## src/rtl/decode_hazard_controller_pkg.sv

```systemverilog
// HighLevelControl: shared types for the Decode hazard controller.
// Holds opcodes, immediate/forward selects, scoreboard entry and match helpers.
`ifndef WORD_SIZE
`define WORD_SIZE 32
`endif
`ifndef BIT_COUNT
`define BIT_COUNT 5
`endif

package HighLevelControl;

    localparam logic [6:0] OP_R      = 7'b0110011;
    localparam logic [6:0] OP_R32    = 7'b0111011;
    localparam logic [6:0] OP_IMM    = 7'b0010011;
    localparam logic [6:0] OP_IMM32  = 7'b0011011;
    localparam logic [6:0] OP_LOAD   = 7'b0000011;
    localparam logic [6:0] OP_STORE  = 7'b0100011;
    localparam logic [6:0] OP_BRANCH = 7'b1100011;
    localparam logic [6:0] OP_JAL    = 7'b1101111;
    localparam logic [6:0] OP_JALR   = 7'b1100111;
    localparam logic [6:0] OP_LUI    = 7'b0110111;
    localparam logic [6:0] OP_AUIPC  = 7'b0010111;

    typedef enum logic [2:0] {
        IType = 3'd0,
        SType = 3'd1,
        BType = 3'd2,
        UType = 3'd3,
        JType = 3'd4,
        Shamt = 3'd5
    } immSrc;

    typedef enum logic [1:0] {
        FwdRF = 2'b00,
        FwdW  = 2'b01,
        FwdM  = 2'b10
    } fwdSrc;

    typedef struct packed {
        logic                  valid;
        logic [`BIT_COUNT-1:0] rd;
        logic                  isLoad;
    } scoreEntry;

    // x0 is hardwired, so it never produces a match
    function automatic logic entry_hits(
        input scoreEntry             e,
        input logic [`BIT_COUNT-1:0] r
    );
        return e.valid && (r != '0) && (e.rd == r);
    endfunction

    function automatic logic src_hit(
        input scoreEntry             e,
        input logic                  u1,
        input logic [`BIT_COUNT-1:0] r1,
        input logic                  u2,
        input logic [`BIT_COUNT-1:0] r2
    );
        return (u1 && entry_hits(e, r1)) || (u2 && entry_hits(e, r2));
    endfunction

endpackage

```

## src/rtl/decode_hazard_controller_usage.sv

```systemverilog
// instr_usage_decoder: maps a Decode instruction to its immediate select
// and register usage (uses rs1/rs2, writes rd, is load, register indices).
`ifndef WORD_SIZE
`define WORD_SIZE 32
`endif
`ifndef BIT_COUNT
`define BIT_COUNT 5
`endif

module instr_usage_decoder
    import HighLevelControl::*;
(
    input  logic [`WORD_SIZE-1:0] instr,
    output immSrc                 imm_src,
    output logic                  uses_rs1,
    output logic                  uses_rs2,
    output logic                  writes_rd,
    output logic                  is_load,
    output logic [`BIT_COUNT-1:0] rs1,
    output logic [`BIT_COUNT-1:0] rs2,
    output logic [`BIT_COUNT-1:0] rd
);

    logic [6:0] opcode;
    logic [2:0] funct3;
    logic       unused_bits;

    assign opcode      = instr[6:0];
    assign funct3      = instr[14:12];
    assign rd          = instr[7 +: `BIT_COUNT];
    assign rs1         = instr[15 +: `BIT_COUNT];
    assign rs2         = instr[20 +: `BIT_COUNT];
    assign unused_bits = ^instr[`WORD_SIZE-1:25];

    always_comb begin
        imm_src   = immSrc'(3'bxxx);
        uses_rs1  = 1'b0;
        uses_rs2  = 1'b0;
        writes_rd = 1'b0;
        is_load   = 1'b0;
        unique case (1'b1)
            (opcode == OP_R) || (opcode == OP_R32): begin
                uses_rs1  = 1'b1;
                uses_rs2  = 1'b1;
                writes_rd = 1'b1;
            end
            (opcode == OP_IMM) || (opcode == OP_IMM32): begin
                uses_rs1  = 1'b1;
                writes_rd = 1'b1;
                // shifts carry a shift amount, not a sign-extended imm
                if (funct3 == 3'b001 || funct3 == 3'b101)
                    imm_src = Shamt;
                else
                    imm_src = IType;
            end
            (opcode == OP_LOAD): begin
                imm_src   = IType;
                uses_rs1  = 1'b1;
                writes_rd = 1'b1;
                is_load   = 1'b1;
            end
            (opcode == OP_JALR): begin
                imm_src   = IType;
                uses_rs1  = 1'b1;
                writes_rd = 1'b1;
            end
            (opcode == OP_STORE): begin
                imm_src  = SType;
                uses_rs1 = 1'b1;
                uses_rs2 = 1'b1;
            end
            (opcode == OP_BRANCH): begin
                imm_src  = BType;
                uses_rs1 = 1'b1;
                uses_rs2 = 1'b1;
            end
            (opcode == OP_LUI) || (opcode == OP_AUIPC): begin
                imm_src   = UType;
                writes_rd = 1'b1;
            end
            (opcode == OP_JAL): begin
                imm_src   = JType;
                writes_rd = 1'b1;
            end
            default: ;
        endcase
    end

endmodule

```

## src/rtl/decode_hazard_controller.sv

```systemverilog
// decode_hazard_controller: E/M/W destination scoreboard driving ImmSrcD,
// StallF/StallD, FlushD/FlushE, ForwardAE/BE and StallCount.
// Build option HAZARD_FORWARD_EN: load-use-only stalls plus forward selects;
// when undefined, full RAW stalls and ForwardAE/BE tied to 2'b00.
`ifndef WORD_SIZE
`define WORD_SIZE 32
`endif
`ifndef BIT_COUNT
`define BIT_COUNT 5
`endif

module decode_hazard_controller
    import HighLevelControl::*;
(
    input  logic                  clk,
    input  logic                  reset,
    input  logic                  InstrValidD,
    input  logic [`WORD_SIZE-1:0] InstrD,
    input  logic                  BranchTakenE,
    output immSrc                 ImmSrcD,
    output logic                  StallF,
    output logic                  StallD,
    output logic                  FlushD,
    output logic                  FlushE,
    output logic [1:0]            ForwardAE,
    output logic [1:0]            ForwardBE,
    output logic [31:0]           StallCount
);

    logic                  uses_rs1;
    logic                  uses_rs2;
    logic                  writes_rd;
    logic                  is_load;
    logic [`BIT_COUNT-1:0] rs1;
    logic [`BIT_COUNT-1:0] rs2;
    logic [`BIT_COUNT-1:0] rd;

    scoreEntry sb_e;
    scoreEntry sb_m;
    scoreEntry sb_w;
    scoreEntry d_entry;

    logic raw_hazard;
    logic hazard;
    logic stall;
    logic issue;
    logic unused_w;

    instr_usage_decoder u_dec (
        .instr     (InstrD),
        .imm_src   (ImmSrcD),
        .uses_rs1  (uses_rs1),
        .uses_rs2  (uses_rs2),
        .writes_rd (writes_rd),
        .is_load   (is_load),
        .rs1       (rs1),
        .rs2       (rs2),
        .rd        (rd)
    );

`ifdef HAZARD_FORWARD_EN
    // only a load still in E cannot be bypassed in time
    assign raw_hazard = sb_e.isLoad &&
                        src_hit(sb_e, uses_rs1, rs1, uses_rs2, rs2);
`else
    // register file has no same-cycle bypass, so W also blocks
    assign raw_hazard = src_hit(sb_e, uses_rs1, rs1, uses_rs2, rs2) ||
                        src_hit(sb_m, uses_rs1, rs1, uses_rs2, rs2) ||
                        src_hit(sb_w, uses_rs1, rs1, uses_rs2, rs2);
`endif

    assign hazard = InstrValidD && raw_hazard;
    assign stall  = hazard && !BranchTakenE && !reset;
    assign issue  = InstrValidD && !hazard && !BranchTakenE && !reset;

    assign StallF = stall;
    assign StallD = stall;
    // wrong-path Decode instruction is discarded, which beats any stall
    assign FlushD = reset || BranchTakenE;
    assign FlushE = !issue;

    assign d_entry.valid  = writes_rd && (rd != '0);
    assign d_entry.rd     = rd;
    assign d_entry.isLoad = is_load;

    assign unused_w = sb_w.isLoad;

    always_ff @(posedge clk) begin
        if (reset) begin
            sb_e       <= '0;
            sb_m       <= '0;
            sb_w       <= '0;
            StallCount <= '0;
        end else begin
            sb_e <= issue ? d_entry : '0;
            sb_m <= sb_e;
            sb_w <= sb_m;
            if (stall && (StallCount != 32'hFFFF_FFFF))
                StallCount <= StallCount + 32'd1;
        end
    end

`ifdef HAZARD_FORWARD_EN
    logic [`BIT_COUNT-1:0] rs1_e;
    logic [`BIT_COUNT-1:0] rs2_e;

    always_ff @(posedge clk) begin
        if (reset) begin
            rs1_e <= '0;
            rs2_e <= '0;
        end else begin
            rs1_e <= (issue && uses_rs1) ? rs1 : '0;
            rs2_e <= (issue && uses_rs2) ? rs2 : '0;
        end
    end

    function automatic logic [1:0] fwd_sel(
        input logic [`BIT_COUNT-1:0] r,
        input scoreEntry             m,
        input scoreEntry             w
    );
        if (entry_hits(m, r))
            return FwdM;
        else if (entry_hits(w, r))
            return FwdW;
        else
            return FwdRF;
    endfunction

    always_comb begin
        ForwardAE = FwdRF;
        ForwardBE = FwdRF;
        if (!reset) begin
            ForwardAE = fwd_sel(rs1_e, sb_m, sb_w);
            ForwardBE = fwd_sel(rs2_e, sb_m, sb_w);
        end
    end
`else
    assign ForwardAE = FwdRF;
    assign ForwardBE = FwdRF;
`endif

endmodule

```

## config.mk

```make
export PLATFORM = sky130hd
export DESIGN_NAME = decode_hazard_controller
export DESIGN_NICKNAME = d
export VERILOG_FILES = /design/src/rtl/decode_hazard_controller_pkg.sv /design/src/rtl/decode_hazard_controller_usage.sv /design/src/rtl/decode_hazard_controller.sv
export SDC_FILE = /design/constraint.sdc
export NUM_CORES = 1
export LEC_CHECK = 0
export BUFFER_PORTS_ARGS = -buffer_cell sky130_fd_sc_hd__buf_2
export CAP_MARGIN = 20
export CORE_MARGIN = 2
export CORE_UTILIZATION = 38
export CTS_BUF_LIST = sky130_fd_sc_hd__clkbuf_8
export DETAILED_ROUTE_END_ITERATION = 6
export GPL_ROUTABILITY_DRIVEN = 0
export SLEW_MARGIN = 5
export SYNTH_ARGS = -nofsm -noshare
export SYNTH_HDL_FRONTEND = slang
export SYNTH_SLANG_ARGS = --single-unit
```

## constraint.sdc

```tcl
create_clock -name clk -period 2.7 [get_ports clk]
set_input_delay 0.27 -clock clk [delete_from_list [all_inputs] [get_ports clk]]
set_output_delay 0.27 -clock clk [all_outputs]
set_load 0.005 [all_outputs]
```

## Word level (Yosys, flattened, before mapping)

Cells that the tools add are included.

- Add/subtract/negate cells: 1
- Reduce and logical (&&, ||, !) cells: 48
- Multiplexer cells: 5
- Bitwise operators: 1
- Equality and inequality tests: 20

Operators by type and width:

| cell | number |
|---|---|
| $add 32x1->32 const B | 1 |
| $ne 32x32->1 const B | 1 |
| $eq 5x5->1 | 6 |
| $eq 7x6->1 const B | 4 |
| $logic_and 1x1->1 | 26 |
| $eq 7x5->1 const B | 3 |
| $eq 7x7->1 const B | 3 |
| $pmux 3 s6 | 1 |
| $reduce_bool 5->1 | 3 |
| $reduce_or 6->1 | 2 |
| $logic_or 1x1->1 | 10 |
| $eq 7x2->1 const B | 1 |
| $logic_not 1->1 | 4 |
| $reduce_or 2->1 | 2 |
| $eq 3x1->1 const B | 1 |
| $eq 3x3->1 const B | 1 |
| $mux 1 | 3 |
| $mux 3 | 1 |
| $reduce_or 3->1 | 1 |
| $not 1->1 | 1 |

- Input port bits: 36
- Flip-flop bits (word level): 50
- Word-level logic and storage cells: 82
- Output and inout bits: 43

## Longest topological paths before layout

Gate-level depths: netlist (run 1).

- Word-level depth: 15
- Depth in mapped cells: 10
- Mapped depth without buffers: 8

## Cells and area by module

Synthesis (run 1) repeated with hierarchy kept, for this count alone.

- Cells, all modules: 396
- Area, all modules: 3545.9 µm²

Modules (own cells, without submodules):

| module | seq. area each (µm²) | area an instance (µm²) | instances | cells an instance |
|---|---|---|---|---|
| decode_hazard_controller | 1001.0 | 3229.3 | 1 | 350 |
| instr_usage_decoder | 0.0 | 316.6 | 1 | 46 |

## Least setup slack after synthesis (run 1)

OpenSTA, ideal clock, no wires.

- Path kind: input port to flip-flop
- Start point: in InstrD[3]
- End point: reg StallCount[14]
- Data arrival time: 2141 ps
- Path slack: 436 ps
- Library setup time: 123 ps
- Data required time: 2577 ps
- Stages: 9
- Path buffers: 2
- Path through: clkbuf_1 > or3_1 > o221a_1 > a2111o_1 > a31oi_1 > nor2_2 > buf_2 > nor4_1 > mux2_1

- Cells in the longest elaborated chain, start to end: 12
- Elaborated cells between the ends (all ways): 29
- Those cells by class: 8 x eq/ne; 2 x mux; 19 x reduce/logical

Ends and longest elaborated chain:

| element | RTL line | text |
|---|---|---|
| from (decl) | decode_hazard_controller.sv:18 | `` input logic [`WORD_SIZE-1:0] InstrD, `` |
| $eq 7x5->1 / $eq 7x6->1 (equally long branches) | decode_hazard_controller_usage.sv:47, decode_hazard_controller_usage.sv:42 |  |
| $logic_or 1x1->1 (on tied branches) | decode_hazard_controller_usage.sv:47, decode_hazard_controller_usage.sv:42 |  |
| $reduce_or 6->1 (no line) / $reduce_or 3->1 (equally long branches) | -- |  |
| $mux 1 | decode_hazard_controller_usage.sv:41 | `unique case (1'b1)` |
| $logic_and 1x1->1 | decode_hazard_controller_pkg.sv:60 | `return (u1 && entry_hits(e, r1)) \|\| (u2 && entry_hits(e, r2));` |
| $logic_or 1x1->1 | decode_hazard_controller_pkg.sv:60 |  |
| $logic_or 1x1->1 | decode_hazard_controller.sv:67 | `assign raw_hazard = src_hit(sb_e, uses_rs1, rs1, uses_rs2, rs2) \|\|` |
| $logic_or 1x1->1 (*) | decode_hazard_controller.sv:68 | `src_hit(sb_m, uses_rs1, rs1, uses_rs2, rs2) \|\|` |
| $logic_and 1x1->1 (*) | decode_hazard_controller.sv:72 | `assign hazard = InstrValidD && raw_hazard;` |
| $logic_and 1x1->1 (*) (2 in series) | decode_hazard_controller.sv:73 | `assign stall = hazard && !BranchTakenE && !reset;` |
| $logic_and 1x1->1 (*) | decode_hazard_controller.sv:98 | `if (stall && (StallCount != 32'hFFFF_FFFF))` |
| to (signal assigned) | decode_hazard_controller.sv:99 | `StallCount <= StallCount + 32'd1;` |
| to (decl) | decode_hazard_controller.sv:27 | `output logic [31:0] StallCount` |

Mark *: on every way between the ends. The rest lies on a longest branch, timed or not.
A chain may end at the register's enable or synchronous reset.

## Worst setup path after layout (run 1)

- Start point: reg sb_m[4] (netlist name)
- End point: out FlushE

- Cells in the longest elaborated chain, start to end: 12
- Elaborated cells between the ends (all ways): 15
- Those cells by class: 2 x eq/ne; 13 x reduce/logical

Ends and longest elaborated chain:

| element | RTL line | text |
|---|---|---|
| from (decl) | decode_hazard_controller.sv:39 | `scoreEntry sb_m;` |
| from (signal assigned) | decode_hazard_controller.sv:91 | `sb_m <= '0;` |
| from (signal assigned) | decode_hazard_controller.sv:96 | `sb_m <= sb_e;` |
| $eq 5x5->1 | decode_hazard_controller_pkg.sv:50 | `return e.valid && (r != '0) && (e.rd == r);` |
| $logic_and 1x1->1 | decode_hazard_controller_pkg.sv:50 |  |
| $logic_and 1x1->1 | decode_hazard_controller_pkg.sv:60 |  |
| $logic_or 1x1->1 (*) | decode_hazard_controller_pkg.sv:60 |  |
| $logic_or 1x1->1 (*) | decode_hazard_controller.sv:67 |  |
| $logic_or 1x1->1 (*) | decode_hazard_controller.sv:68 |  |
| $logic_and 1x1->1 (*) | decode_hazard_controller.sv:72 |  |
| $logic_not 1->1 (*) | decode_hazard_controller.sv:74 | `assign issue = InstrValidD && !hazard && !BranchTakenE && !reset;` |
| $logic_and 1x1->1 (*) (3 in series) | decode_hazard_controller.sv:74 |  |
| $logic_not 1->1 (*) | decode_hazard_controller.sv:80 | `assign FlushE = !issue;` |
| to (decl) | decode_hazard_controller.sv:24 | `output logic FlushE,` |

Marked as above.

==> run summary, run 1 <==
TritonCTS clock tree: yes
CTS Buf Count: 5
Residual DRC count: 0
Worst Path Required: 2.43 ns
Final worst slack: 0.220 ns
CTS HTree Levels: 2
CP max stage delay: 0.50 ns
Initial DRC count: 64
Number of global-route vias before repair: 2,416
R2R depth: 7
Clock Skews: 0.00953 ns
Reg2reg start: StallCount[6]
Clk_lat worst skew: 0.30 ns
Post-route minimum period: 2.48 ns
Synth top area cells: dfxtp_1, xor2_1, a21oi_1, nor2b_1, xnor2_1
Ys Warns: 0
Post-Syn Instances: 338
CP max-delay cell: a311o_2
Via/cell ratio: 5.27
Pre-Repair DR Iteration Count: 4
WP buf/inv: 2
Commonest cells in the netlist: dfxtp_1, xor2_1, a21oi_1, nor2_1, nor2b_1
DR vias: 2,638
Final core occ: 0.469
Total wire length: 6.87 mm
Cell variety after synth: 54
Maximum clock frequency: 403 MHz
Filler-free cell count of the finished design: 501
First-pass GRT wire length: 11.7 mm
Core area: 7370 um^2
R2r setup slk: 0.24 ns
Final #Nets: 438
PostCTS Resize Cnt: 0
Die ar.: 8420 um^2
Antenna Nets Post-Route: 0
Clk root buf: clkbuf_8
Post-route setup TNS: 0 ns
Hold Crit Depth: 2
Initial antenna violation count: 0
Clock Pin Slew Worst Setup and Hold Paths: 0.09 ns
DP Wirelength: 5.16 mm
Layout cell share with drive strength beyond 1: 0.231
Post-synth EDFFs: 0
Cell Rows: 31
Most numerous cell in the Yosys netlist: dfxtp_1
# setup viols final: 0
Slew @ Worst Pin: 0.546 ns
Syn avg cell area: 8.66 um^2
# IOs: 79
Power per standard cell area: 400 nW/um^2
Crit-path cells: xor2_1, nor4_1, nand3_1, a311o_2, and3_1, inv_2, buf_2
Remaining Overflow, GRT: 0
WHS Endpoint: sb_e[3]
IO Port Bufs: 66
Final hold vios: 0
Hold Buf Count CTS: 0
Hold WC Path Type: input port to flip-flop
Max cap viols: 0
FFs w/ async S/R, synth: 0
Main synth FF type: dfxtp_1
Hold WS: 0.177 ns
# Post-CTS Setup Buffers: 0
Critical setup path kind: flip-flop to output pin
Final Slew Violations: 0
Reg-to-Reg End: StallCount[26]
RSZ-0062 raised after global routing: no
DP Cell Count: 493
Dpl ws: 0.190 ns
Period utilization: 0.919
Die height: 91.8 um
CTS Sinks: 50
Critical Path Fanout Max: 7
Die Span X: 91.8 um
Pin count of the biggest net entering global routing: 53
Wire per inst: 13.7 um
Slew margin rel.: 0.633
Synth-to-Final Area Change: 18.2%
Antenna Cells: 0
Leading area contributor after synthesis: dfxtp_1
Synthesized area: 2930 um^2
Worst vdd ir: 0.220 mV
Worst path top cell family by delay: simple AND/OR/NAND/NOR gates
Status: complete, no violations
Initial Util: 0.397
Synth top area share: 0.342
CP endpoint kind: output pin
Lkg Pwr: 0.00138 uW
CTS Buffer Depth: 2
CP arrival: 2.21 ns
CP Launch Type: flip-flop
Seq cells post-synth: 50
Post-synthesis sequential area ratio: 0.342
Hold wc startpoint: InstrD[9]
GRT Total Usage: 0.167
[cell usage in the layout, fill, tap and decap left out, types with 2 or more instances in the layout]
| cell type | count |
|---|---|
| nand4_1 | 13 |
| a31o_1 | 2 |
| nand3b_1 | 2 |
| nor2_1 | 22 |
| nand2_1 | 14 |
| buf_2 | 66 |
| nor2b_1 | 19 |
| conb_1 | 4 |
| buf_4 | 5 |
| nand2b_1 | 4 |
| nor3_1 | 7 |
| nand3_1 | 14 |
| nor4_1 | 13 |
| dfxtp_1 | 50 |
| clkbuf_8 | 5 |
| a2111oi_2 | 3 |
| a311o_2 | 2 |
| o31ai_1 | 6 |
| and3_1 | 6 |
| mux2i_1 | 2 |
| or3_1 | 11 |
| xor2_1 | 25 |
| o31a_1 | 2 |
| a21oi_1 | 24 |
| a2111oi_0 | 2 |
| o41ai_1 | 2 |
| o21bai_1 | 2 |
| or4_1 | 8 |
| o21ai_1 | 7 |
| xnor2_1 | 10 |
| a211oi_4 | 2 |
| inv_1 | 10 |
| o21ai_0 | 4 |
| and2_1 | 5 |
| mux2_1 | 7 |
[registers in the layout, indices dropped and copies added, names as in the netlist]
signal	flops
StallCount	32
sb_e	6
sb_m	6
sb_w	6
[cell type report]
cell class,instances,area [um^2]
Multi-Input combinational cell,262,1800
Fill cell,791,3910
Clock inverter,3,41.3
Tap cell,99,124
Sequential cell,50,1000
Clock buffer,5,68.8
Inverter,10,37.5
Timing Repair Buffer,72,388
[power by group]
group          internal [uW]  switching, uW
Clock                    273            253
Sequential               741           4.15
Combinational           48.0           65.5
Total                   1060            322
[cells by family after synthesis]
group | count (synthesis) | share of synthesized area
other | 1 | 0.00128
and+or+nand+nor | 146 | 0.292
adders and majority gates | 1 | 0.00427
DFF | 50 | 0.342
xor gates and xnor gates | 35 | 0.105
AOI/OAI and AO/OA | 66 | 0.171
muxes | 10 | 0.0376
buffers and inverters | 29 | 0.0470
[per-stage QoR]
stage / instance area (um^2) / total power [uW]
2_1_floorplan: 2940 / 833
3_3_place_gp: 3350 / 874
3_5_place_dp: 3350 / 876
4_1_cts: 3460 / 1400
5_1_grt: 3460 / 1450
6_report: 3460 / 1380
[metal layers]
metal / track usage / wire, um
met2: 0.269 / 3040
met3: 0.0353 / 304
met4: 0.0373 / 68
met1: 0.231 / 3460
met5: 0 / 0
[worst max-delay path by stage]
stage,start,end,cells after the start
finish,sb_m[4],FlushE,7
global route,sb_w[1],FlushE,7
CTS,sb_e[4],FlushE,7
detailed placement,InstrD[15],StallCount[26],8
global placement,InstrD[18],StallCount[26],8
floorplan,InstrD[3],StallCount[14],9
No activity file was read; power rests on OpenSTA's default activity.
==> run 2, diff against run 1 <==
--- a/config.mk
+++ b/config.mk
@@ -13,4 +13,5 @@
 export DETAILED_ROUTE_END_ITERATION = 6
 export GPL_ROUTABILITY_DRIVEN = 0
+export PLACE_DENSITY = 0.73
 export SLEW_MARGIN = 5
 export SYNTH_ARGS = -nofsm -noshare
==> constraint.sdc (replaced) <==
create_clock -name clk -period 2.7 [get_ports clk]
set_input_delay 0.135 -clock clk [delete_from_list [all_inputs] [get_ports clk]]
set_output_delay 0.135 -clock clk [all_outputs]
set_load 0.005 [all_outputs]
==> run summary, run 2 (same netlist as run 1, synthesis figures left out) <==
PostCTS Resize Cnt: 0 (unchanged)
Total wire length: 6.99 mm (+1.8%)
RSZ-0062 raised after global routing: no
Leading cell types in the layout, fill and taps excluded: buf_2, dfxtp_1, xor2_1
Die height: 91.8 um (unchanged)
Fill cell count: 738 (-6.7%)
Die ar.: 8420 um^2 (unchanged)
Final hold vios: 0 (unchanged)
Post-route setup TNS: 0 ns (unchanged)
Clk_lat worst skew: 0.32 ns (+0.02 ns)
Cell Rows: 31 (unchanged)
Residual DRC count: 0 (unchanged)
Largest register by flop count: StallCount
Flop pwr share: 0.557 (+0.019)
Wire per inst: 14.0 um (+1.8%)
Critical setup path kind: flip-flop to flip-flop
Critical Path Fanout Max: 7 (unchanged)
CTS Buffer Depth: 2 (unchanged)
Logic pwr share: 0.086 (+0.004)
Initial Util: 0.397 (unchanged)
Hold WC Path Type: input port to flip-flop
Synth-to-Final Area Change: 17.8%
DR vias: 2,714 (+2.9%)
Core area: 7370 um^2 (unchanged)
CP arrival: 2.69 ns (+0.48 ns)
Switching power: 354 uW (+9.8%)
Initial DRC count: 111 (+73%)
CP max-delay cell: dfxtp_1
R2R depth: 7 (unchanged)
Initial antenna violation count: 0 (unchanged)
Number of flip-flops in the largest register: 32 (unchanged)
Hold Buf Count CTS: 0 (unchanged)
Layout cell share with drive strength beyond 1: 0.234 (+0.00249)
Final #Nets: 438 (unchanged)
Remaining Overflow, GRT: 0 (unchanged)
DP Wirelength: 5.32 mm (+3.0%)
Antenna Cells: 0 (unchanged)
Clk root buf: clkbuf_8
TritonCTS clock tree: yes
# Post-CTS Setup Buffers: 0 (unchanged)
Post-route minimum period: 2.49 ns (+0.0106 ns)
IO Port Bufs: 66 (unchanged)
Pre-Repair DR Iteration Count: 4 (unchanged)
Lkg Pwr: 0.00137 uW (-0.36%)
Slew margin rel.: 0.629 (-0.00371)
CTS HTree Levels: 2 (unchanged)
Pin count of the biggest net entering global routing: 41 (-23%)
CP Launch Type: flip-flop
Final Slew Violations: 0 (unchanged)
Placed inst area: 3350 um^2 (unchanged)
Final instance area: 3450 um^2 (-0.36%)
Period utilization: 0.923 (+0.00392)
Commonest non-fill, non-tap cell in the layout: buf_2
GRT Total Usage: 0.169 (+0.00147)
First-pass GRT wire length: 11.7 mm (+0.24%)
# IOs: 79 (unchanged)
Hold WS: 0.0207 ns (-0.157 ns)
Die Span X: 91.8 um (unchanged)
Power per standard cell area: 388 nW/um^2 (-3.0%)
# setup viols final: 0 (unchanged)
Via/cell ratio: 5.42 (+2.9%)
Crit-path cells: nand4_4, nor4_4, nand4_2, or3_1, a211oi_4, nand4_1, mux2_1
Worst Path Required: 2.90 ns (+0.47 ns)
CP max stage delay: 0.48 ns (-0.02 ns)
CTS Buf Count: 5 (unchanged)
Sw frac: 0.265 (+0.0318)
CP endpoint kind: flip-flop
Worst path top cell family by delay: simple AND/OR/NAND/NOR gates
Worst vdd ir: 0.254 mV (+16%)
Antenna Nets Post-Route: 0 (unchanged)
CTS Sinks: 50 (unchanged)
Clock Skews: 0.0157 ns (+0.00613 ns)
Clock power share: 0.357 (-0.023)
Slew @ Worst Pin: 0.552 ns (+0.00551 ns)
Number of global-route vias before repair: 2,533 (+4.8%)
Crit path depth: 7 (unchanged)
Hold Crit Depth: 2 (unchanged)
Maximum clock frequency: 401 MHz (-0.42%)
Max cap viols: 0 (unchanged)
WP buf/inv: 0 (-2)
Clock Pin Slew Worst Setup and Hold Paths: 0.11 ns (+0.02 ns)
Status: complete, no violations
Pint: 984 uW (-7.4%)
-- run 2: path summary, 6_finish.rpt --
check | from | end | slack, ns
max | StallCount[6] | StallCount[26] | 0.21
min | InstrD[11] | sb_e[5] | 0.02
max reg2reg | StallCount[6] | StallCount[26] | 0.21
min reg2reg | sb_e[6] | sb_m[6] | 0.49
-- run 2: worst reg2reg max path: cells and delay by family, from the launching register on --
kind	cells	cell delay, ns
mux	1	0.32
simple gates	5	1.24
flops	1	0.48
compound gates	1	0.34
-- run 2: power by group through the flow --
stage               registers, uW  clock network (uW)  logic [uW]
finish                        745                 477         115
global route                  746                 530         127
CTS                           745                 493         115
detailed placement            762                   0         114
global placement              762                   0         111
floorplan                     762                   0        71.5
-- run 2: metrics by stage --
step	std cells	setup slack [ns]	utilization	power [uW]
after floorplan	341	0.452	-	833
after global placement	493	0.288	0.454	873
after detailed placement	493	0.244	0.454	877
after CTS	501	0.202	0.468	1350
after global routing	501	0.0628	0.468	1400
final	501	0.209	0.468	1340
-- run 2: routing by layer --
| metal | global-route usage | share of wire | vias up |
|---|---|---|---|
| li1 | - | - | 1354 |
| met1 | 0.214 | 0.45 | 1270 |
| met2 | 0.284 | 0.47 | 80 |
| met3 | 0.0386 | 0.056 | 10 |
| met4 | 0.0547 | 0.018 | 0 |
| met5 | 0 | 0 | - |
-- run 2: layout make-up --
class	instances	area, um^2	share of cell area
Multi-Input combinational cell	262	1800	0.522
Clock buffer	5	68.8	0.0200
Sequential cell	50	1000	0.290
Timing Repair Buffer	72	388	0.113
Inverter	10	37.5	0.0109
Tap cell	99	124	0.0359
Clock inverter	3	28.8	0.00835
